<file path="src/rtl/sdram_port_arbiter.sv">
// Three-port SDRAM arbiter: video fixed priority with burst cap,
// CPU and ioctl round-robin, one outstanding transaction with timeout.
module sdram_port_arbiter #(
  parameter int ADDR_W        = 24,
  parameter int MAX_VID_BURST = 4,
  parameter int TIMEOUT       = 64
) (
  input  logic                clk_chipset,
  input  logic                RESET_N,
  input  logic [2:0]          req,
  input  logic [2:0]          we,
  input  logic [3*ADDR_W-1:0] addr,
  input  logic [47:0]         wdata,
  input  logic [5:0]          be,
  output logic [2:0]          ack,
  output logic [15:0]         rdata,
  output logic [1:0]          grant_id,
  output logic                mem_req,
  output logic                mem_we,
  output logic [ADDR_W-1:0]   mem_addr,
  output logic [15:0]         mem_wdata,
  output logic [1:0]          mem_be,
  input  logic                mem_ack,
  input  logic [15:0]         mem_rdata,
  output logic                timeout_err
);

  localparam int VW = $clog2(MAX_VID_BURST + 1);
  localparam int TW = $clog2(TIMEOUT + 1);
  localparam logic [VW-1:0] VMAX  = VW'(MAX_VID_BURST);
  localparam logic [TW-1:0] TLAST = TW'(TIMEOUT - 1);

  typedef enum logic {S_IDLE, S_WAIT} state_t;

  state_t              state_q, state_d;
  logic [1:0]          rr_ptr_q, rr_ptr_d;
  logic [VW-1:0]       vid_cnt_q, vid_cnt_d;
  logic [TW-1:0]       tmo_cnt_q, tmo_cnt_d;
  logic [2:0]          ack_q, ack_d;
  logic [15:0]         rdata_q, rdata_d;
  logic [1:0]          grant_q, grant_d;
  logic                mem_req_q, mem_req_d;
  logic                mem_we_q, mem_we_d;
  logic [ADDR_W-1:0]   mem_addr_q, mem_addr_d;
  logic [15:0]         mem_wdata_q, mem_wdata_d;
  logic [1:0]          mem_be_q, mem_be_d;
  logic                tmo_err_q, tmo_err_d;

  logic       vid_win;
  logic       take2;
  logic [1:0] win;

  // Video yields only once its burst is spent and someone else waits.
  always_comb begin
    vid_win = req[0] && !(vid_cnt_q == VMAX && (req[1] | req[2]));
    take2   = (rr_ptr_q == 2'd2) ? req[2] : !req[1];
    win     = 2'd1;
    unique case (1'b1)
      vid_win:           win = 2'd0;
      !vid_win && take2: win = 2'd2;
      default:           win = 2'd1;
    endcase
  end

  always_comb begin
    state_d     = state_q;
    rr_ptr_d    = rr_ptr_q;
    vid_cnt_d   = vid_cnt_q;
    tmo_cnt_d   = tmo_cnt_q;
    ack_d       = 3'b000;
    rdata_d     = rdata_q;
    grant_d     = grant_q;
    mem_req_d   = mem_req_q;
    mem_we_d    = mem_we_q;
    mem_addr_d  = mem_addr_q;
    mem_wdata_d = mem_wdata_q;
    mem_be_d    = mem_be_q;
    tmo_err_d   = 1'b0;
    unique case (state_q)
      S_IDLE: begin
        if (|req) begin
          state_d     = S_WAIT;
          grant_d     = win;
          mem_req_d   = 1'b1;
          tmo_cnt_d   = '0;
          mem_we_d    = we[win];
          mem_addr_d  = addr[win*ADDR_W +: ADDR_W];
          mem_wdata_d = wdata[win*16 +: 16];
          mem_be_d    = be[win*2 +: 2];
          if (win == 2'd0) begin
            if (vid_cnt_q != VMAX) vid_cnt_d = vid_cnt_q + 1'b1;
          end else begin
            vid_cnt_d = '0;
            rr_ptr_d  = (win == 2'd1) ? 2'd2 : 2'd1;
          end
        end
      end
      S_WAIT: begin
        tmo_cnt_d = tmo_cnt_q + 1'b1;
        if (mem_ack || tmo_cnt_q == TLAST) begin
          state_d   = S_IDLE;
          ack_d     = 3'b001 << grant_q;
          rdata_d   = mem_ack ? mem_rdata : 16'hFFFF;
          tmo_err_d = !mem_ack;
          mem_req_d = 1'b0;
          grant_d   = 2'd3;
          tmo_cnt_d = '0;
        end
      end
      default: state_d = S_IDLE;
    endcase
  end

  always_ff @(posedge clk_chipset or negedge RESET_N) begin
    if (!RESET_N) begin
      state_q     <= S_IDLE;
      rr_ptr_q    <= 2'd1;
      vid_cnt_q   <= '0;
      tmo_cnt_q   <= '0;
      ack_q       <= 3'b000;
      rdata_q     <= 16'h0000;
      grant_q     <= 2'd3;
      mem_req_q   <= 1'b0;
      mem_we_q    <= 1'b0;
      mem_addr_q  <= '0;
      mem_wdata_q <= 16'h0000;
      mem_be_q    <= 2'b00;
      tmo_err_q   <= 1'b0;
    end else begin
      state_q     <= state_d;
      rr_ptr_q    <= rr_ptr_d;
      vid_cnt_q   <= vid_cnt_d;
      tmo_cnt_q   <= tmo_cnt_d;
      ack_q       <= ack_d;
      rdata_q     <= rdata_d;
      grant_q     <= grant_d;
      mem_req_q   <= mem_req_d;
      mem_we_q    <= mem_we_d;
      mem_addr_q  <= mem_addr_d;
      mem_wdata_q <= mem_wdata_d;
      mem_be_q    <= mem_be_d;
      tmo_err_q   <= tmo_err_d;
    end
  end

  assign ack         = ack_q;
  assign rdata       = rdata_q;
  assign grant_id    = grant_q;
  assign mem_req     = mem_req_q;
  assign mem_we      = mem_we_q;
  assign mem_addr    = mem_addr_q;
  assign mem_wdata   = mem_wdata_q;
  assign mem_be      = mem_be_q;
  assign timeout_err = tmo_err_q;

endmodule

</file>
<file path="config.mk">
export PLATFORM = sky130hd
export DESIGN_NAME = sdram_port_arbiter
export DESIGN_NICKNAME = d
export VERILOG_FILES = /design/src/rtl/sdram_port_arbiter.sv
export SDC_FILE = /design/constraint.sdc
export NUM_CORES = 1
export LEC_CHECK = 0
export BUFFER_PORTS_ARGS = -buffer_cell sky130_fd_sc_hd__buf_4
export CORE_ASPECT_RATIO = 0.9
export CORE_MARGIN = 1.5
export CORE_UTILIZATION = 47
export CTS_BUF_LIST = sky130_fd_sc_hd__clkbuf_4 sky130_fd_sc_hd__clkbuf_8
export DETAILED_ROUTE_END_ITERATION = 7
export PLACE_DENSITY = 0.83
export SYNTH_ARGS = -nofsm -noshare
export SYNTH_HDL_FRONTEND = slang
export SYNTH_SLANG_ARGS = --single-unit
</file>
<file path="constraint.sdc">
create_clock -name clk_chipset -period 2.1 [get_ports clk_chipset]
set_clock_uncertainty 0.1 [all_clocks]
set_input_delay 0.105 -clock clk_chipset [delete_from_list [all_inputs] [get_ports clk_chipset]]
set_output_delay 0.105 -clock clk_chipset [all_outputs]
set_load 0.05 [all_outputs]
</file>
==> results.json, run 1 <==
{
  "use_met2": 0.5772,
  "ys.flop_type": "dfrtp_1",
  "max_freq_mhz": 497.5,
  "routed_wl_um": 15640,
  "port-buffer-count": 216,
  "die_w_um": 101.6,
  "power_density_mw_per_mm2": 1402,
  "dieArea_mm2": 0.009324,
  "diodes": 0,
  "min_period_ns": 2.010,
  "top_usage_layer": "met2",
  "gp_congestion": 0.8523,
  "synth_nets": 525,
  "place_hpwl_um": 8896,
  "synth_edf_count": 0,
  "coreArea_mm2": 0.008528,
  "die_h_um": 91.76,
  "detail-route-antenna-nets": 0,
  "clock_sinks": 79,
  "critPathRequiredTime_ns": 2.23,
  "syn_to_final_growth_pct": 72.35,
  "clockBufferDepth": 2,
  "rows": 32,
  "num-nets-final": 833,
  "ys_types": 37,
  "grt_pass1_wl_um": 24060,
  "place_ws_ns": 0.08997,
  "arrival_ns": 2.14,
  "path_clk_slew_ns": 0.09,
  "yosysTopAreaCellShare": 0.4623,
  "detail_route.vias_per_cell": 5.592,
  "setup_ws_ns": 0.08996,
  "fin_cells": 803,
  "dp.cells": 685,
  "crit_type": "reg -> reg",
  "start_kind": "register",
  "synth_most_common_cell": "dfrtp_1",
  "slew_headroom": 0.6068,
  "setup_violations": 0,
  "initial_core_util": 0.4824,
  "utilization": 0.8314,
  "grt_usage": 0.3369,
  "wl_per_cell_um": 19.47,
  "p_leak_nw": 3.276,
  "yosysWarnings": 0,
  "placed_cell_area_mm2": 0.005886,
  "async_flop_share": 1.000,
  "post-route-period-util": 0.9572,
  "seq_area_mm2": 0.001981,
  "critPathSlowestCell": "or4bb_1",
  "postSynthCellCount": 371,
  "worst_slew_pin_slew_ns": 0.5884,
  "grt.met3_usage": 0.07012,
  "synthTopCellsByArea": "dfrtp_1 46%, mux2i_1 10%, nand4bb_1 8.2%",
  "clkLatencyLatePin_ns": 0.35,
  "final_cell_area_mm2": 0.007091,
  "ir_drop_v": 0.0007862,
  "io_pins": 217,
  "path_delay_family": "simple AND/OR/NAND/NOR gates",
  "min_path_type": "in -> reg",
  "status": "complete, but fails checks",
  "cp_max_fo": 24,
  "drv_slew": 0,
  "cp.buffers_inverters": 2,
  "fin_hold_ws_ns": -0.001587,
  "setup.worst_path.end_class": "register",
  "path_cells": "inv_1, ha_1, o211ai_4, buf_12, or4bb_1, o21ai_1, a21oi_1",
  "maxCapViolations": 0,
  "numCtsBuffers": 9,
  "synth.avg_cell_area_um2": 11.09,
  "grt-ovfl-total": 0,
  "vias": 4490,
  "multiInputGateArea_mm2": 0.001963,
  "drc_errors": 0,
  "ys_ff_latch": 79,
  "cts_root_buf": "clkbuf_8",
  "violations": "negative hold slack",
  "yosysSeqAreaShare": 0.4814,
  "setup_tns_ns": 0,
  "antenna_found_initial": 0,
  "cts_tree": "done",
  "slowest_delay_ns": 0.51,
  "syn_area_mm2": 0.004114,
  "grt_use_met1": 0.3867,
  "fillers": 480,
  "h-tree-depth": 3,
  "grt_pass1_vias": 4794,
  "grt_max_degree": 53,
  "synth_top_area_cell": "dfrtp_1",
  "final_hold_viol_count": 1,
  "final_layout_size_suffix_gt1_frac": 0.3801,
  "drt_first_pass_iters": 4,
  "synth_common_cells": "76 x dfrtp_1, 48 x a21oi_1, 48 x o21ai_0",
  "drt_iter0_drc": 188
}
power by group:
part / switching, mW / total, mW / internal [mW]
clock: 0.626 / 1.11 / 0.479
combinational: 3.94 / 6.14 / 2.20
sequential: 0.469 / 2.69 / 2.22
worst paths after layout:
| kind | start | to | slack, ns | cells after the start |
|---|---|---|---|---|
| worst min register to register | tmo_cnt_q[6] | tmo_cnt_q[6] | 0.40 | 1 |
| worst max-delay path | vid_cnt_q[0] | mem_be[0] | 0.09 | 7 |
| worst min-delay path | wdata[42] | mem_wdata[10] | -0.002 | 3 |
| worst max register to register | vid_cnt_q[0] | mem_be[0] | 0.09 | 7 |
| max in group asynchronous | RESET_N | mem_addr[14] | 1.12 | 3 |
| min in group asynchronous | RESET_N | rdata[7] | 0.15 | 2 |
worst reg2reg max path, stage by stage (launching register included):
cell and delay, ns:
dfrtp_1 0.39, inv_1 0.06, ha_1 0.25, o211ai_4 0.20, buf_12 0.22, or4bb_1 0.52
o21ai_1 0.12, a21oi_1 0.06
state kept, by name, indices dropped and copies added, names as in the netlist:
register	cells
rdata	16
vid_cnt_q	3
mem_req	1
state_q	1
grant_id	2
mem_wdata	16
mem_be	2
rr_ptr_q	2
timeout_err	1
mem_we	1
mem_addr	24
ack	3
tmo_cnt_q	7
metrics by stage:
stage | hold slack (ns) | total power [mW]
2_1_floorplan | -0.2906 | 6.592
3_3_place_gp | 0.008491 | 8.314
3_5_place_dp | 0.01879 | 8.478
6_report | -0.001587 | 9.939
5_1_grt | 0.002037 | 10.37
4_1_cts | 0.0004282 | 9.731
area by class of cell:
type,count,area share
clock buffers,10,0.01941
repair buffers,330,0.3951
clock inverters,6,0.007235
multi-input cells,257,0.2769
well taps,119,0.02100
inverters,2,0.001059
flip-flops and latches,79,0.2793
cells in the final DEF (no fill, tap or decap), types with 10 or more instances in the layout:
| cell | synthesis | routed |
|---|---|---|
| a21oi_1 | 48 | 47 |
| o21ai_0 | 48 | 48 |
| buf_4 | 2 | 225 |
| mux2i_1 | 43 | 43 |
| clkbuf_8 | 0 | 10 |
| nand2_1 | 12 | 12 |
| o22a_1 | 16 | 16 |
| dfrtp_1 | 76 | 76 |
| or4bb_1 | 13 | 13 |
| nand4bb_1 | 30 | 30 |
| dlygate4sd3_1 | 0 | 98 |
layer usage:
metal	vias to the layer above	wire (um)
met5	-	0
met3	67	1225
met2	256	7861
li1	2010	-
met4	0	718
met1	2157	5830
kinds of logic (layout without fill, tap and decap cells):
| logic type | after synthesis | after routing | share of synthesized area |
|---|---|---|---|
| AO/OA/AOI/OAI | 125 | 125 | 0.1800 |
| AND/OR/NAND/NOR | 82 | 82 | 0.1688 |
| flip-flops | 79 | 79 | 0.4814 |
| multiplexers | 45 | 45 | 0.1101 |
| buffers and inverters | 35 | 348 | 0.04623 |
| adder cells (fa/ha/maj) | 3 | 3 | 0.009125 |
| XOR/XNOR | 2 | 2 | 0.004259 |
timing repair:
| item | CTS | global route |
|---|---|---|
| setup endpoints to repair | 0 | 22 |
| gates resized for setup | 0 | 2 |
| hold buffers | 98 | 0 |
| setup buffers | 0 | 4 |
| endpoints found under the hold margin | 99 | 0 |
(Power assumes the default switching activity.)
==> inputs of run 2 (changes only) <==
--- a/config.mk
+++ b/config.mk
@@ -7,7 +7,7 @@
 export LEC_CHECK = 0
 export BUFFER_PORTS_ARGS = -buffer_cell sky130_fd_sc_hd__buf_4
 export CORE_ASPECT_RATIO = 0.9
-export CORE_MARGIN = 1.5
+export CORE_MARGIN = 4
 export CORE_UTILIZATION = 47
 export CTS_BUF_LIST = sky130_fd_sc_hd__clkbuf_4 sky130_fd_sc_hd__clkbuf_8
 export DETAILED_ROUTE_END_ITERATION = 7
==> run 2 against run 1 <==
The run now ends clean. Setup slack worse by 0.072 ns. Die area increased by 11%. Final area grew 0.71%. Sequential share of layout area shrank 0.20 points. Non-clock buffer count up 4. Count of clock-buffer cells in the layout did not move. First-iteration DRC count grew 12%. Register-to-register slack lost 0.07 ns. Cell count is 0.50% higher. Critical path depth shrank 1. Flip-flop and latch count did not move. Global-route usage decreased by 2.7 points. Largest cell class unchanged.
==> results.json, run 2 (synthesis results as in run 1) <==
{
  "fin_hold_ws_ns": 0.009780,
  "crit_type": "reg -> reg",
  "critPathSlowestCell": "dlygate4sd3_1",
  "gp_congestion": 0.8618,
  "clkLatencyLatePin_ns": 0.35,
  "maxCapViolations": 0,
  "final_hold_viol_count": 0,
  "crit-reg2reg-launch": "rr_ptr_q[0]",
  "grt_pass1_vias": 4969,
  "min_period_ns": 2.082,
  "rrSetupSlack_ns": 0.02,
  "die_h_um": 96.76,
  "ir_drop_v": 0.0008278,
  "path_clk_slew_ns": 0.08,
  "detail-route-antenna-nets": 0,
  "final_common_cell": "buf_4",
  "start_kind": "register",
  "slowest_delay_ns": 0.58,
  "num-nets-final": 837,
  "cp_max_fo": 14,
  "io_pins": 217,
  "critPathRequiredTime_ns": 2.24,
  "setup.worst_path.end_class": "register",
  "cp.buffers_inverters": 2,
  "crit_end": "mem_addr[5]",
  "vias": 4626,
  "utilization": 0.8334,
  "arrival_ns": 2.22,
  "syn_to_final_growth_pct": 73.57,
  "power_mw": 10.08,
  "fin_cells": 807,
  "drt_first_pass_iters": 5,
  "diodes": 0,
  "rsz0062_at_grt": "true",
  "numCtsBuffers": 9,
  "status": "finished, final reports clean",
  "clockBufferDepth": 2,
  "power_density_mw_per_mm2": 1412,
  "cp-startpoint": "rr_ptr_q[0]",
  "grt_max_degree": 53,
  "cts_root_buf": "clkbuf_8",
  "crit_cells": 6,
  "routed_wl_um": 16440,
  "setup_ws_ns": 0.01808,
  "die_w_um": 106.6,
  "h-tree-depth": 3,
  "antenna_found_initial": 0,
  "dp.cells": 687,
  "p_leak_nw": 3.307,
  "drc_errors": 0,
  "path_delay_family": "buffers and inverters",
  "clock_sinks": 79,
  "final_layout_size_suffix_gt1_frac": 0.3852,
  "rows": 32,
  "dieArea_mm2": 0.01032,
  "r2r_end": "mem_addr[5]",
  "cts_tree": "done",
  "worst_slew_pin_slew_ns": 0.6864,
  "place_ws_ns": 0.1455,
  "initial_core_util": 0.4801,
  "place_hpwl_um": 9607,
  "min_path_type": "in -> reg",
  "max_freq_mhz": 480.3,
  "detail_route.vias_per_cell": 5.732,
  "r2r_cells": 6,
  "post-route-period-util": 0.9914,
  "port-buffer-count": 216,
  "grt-ovfl-total": 0,
  "path_cells": "nor3b_2, a21oi_4, buf_12, mux2i_1, dlygate4sd3_1, a21oi_1",
  "most-common-layout-cells": "230 x buf_4, 98 x dlygate4sd3_1, 76 x dfrtp_1, 48 x o21ai_0, 47 x a21oi_1",
  "grt_usage": 0.3100,
  "drv_slew": 0,
  "drt_iter0_drc": 211,
  "slew_headroom": 0.5424,
  "hold_path_depth": 4,
  "wl_per_cell_um": 20.37,
  "largest_reg_flops": 24,
  "grt_pass1_wl_um": 25300,
  "coreArea_mm2": 0.008568,
  "setup_violations": 0
}
-- run 2: worst min-delay path by stage --
stage,startpoint,end,slack [ns]
2_1_floorplan,RESET_N,ack[0],-0.29
3_5_place_dp,RESET_N,timeout_err,0.08
4_1_cts,addr[48],mem_addr[0],0.0007
5_1_grt,be[3],mem_be[1],0.02
6_report,be[0],mem_be[0],0.01
3_3_place_gp,RESET_N,timeout_err,0.09
-- run 2: layout make-up --
cell class                 count  area (um2)
clock inverter                 6       60.06
tap                          119       148.9
clock buffer                  10       137.6
multi-input combinational    257        1981
fill                         469        1428
sequential                    79        1981
inverter                       2       7.507
timing repair buffer         334        2825
-- run 2: repair_timing --
action / 4_1_cts / 5_1_grt
buffers inserted: 0 / 4
endpoints found under the hold margin: 108 / 0
hold buffers: 99 / 0
gates resized for setup: 0 / 5
endpoints found under the setup margin: 0 / 26
-- run 2: worst register-to-register path, delay by kind of cell (launching register included) --
kind,cells,cell delay [ns]
AO/OA/AOI/OAI,2,0.24
multiplexers,1,0.24
buffers and inverters,2,0.77
flip-flops,1,0.57
AND/OR/NAND/NOR,1,0.06
-- run 2: per-layer routing --
| metal | share of wire | wire length [um] | track usage | up-vias |
|---|---|---|---|---|
| li1 | - | - | - | 2023 |
| met1 | 0.35 | 5763 | 0.3393 | 2235 |
| met2 | 0.52 | 8558 | 0.5470 | 275 |
| met3 | 0.064 | 1046 | 0.06338 | 93 |
| met4 | 0.065 | 1072 | 0.1858 | 0 |
| met5 | 0 | 0 | 0 | - |
-- run 2: per-stage QoR --
stage,setup TNS (ns),area (um2)
after detailed placement,0,5876
final,0,7141
after floorplan,0,4114
after global routing,-0.1083,7141
after CTS,0,7064
after global placement,0,5876
-- run 2: power breakdown --
group / leakage, nW / total (mW) / switching [mW] / internal (mW)
Sequential: 0.900 / 2.68 / 0.461 / 2.22
Combinational: 2.31 / 6.27 / 4.01 / 2.26
Clock: 0.0981 / 1.13 / 0.558 / 0.575
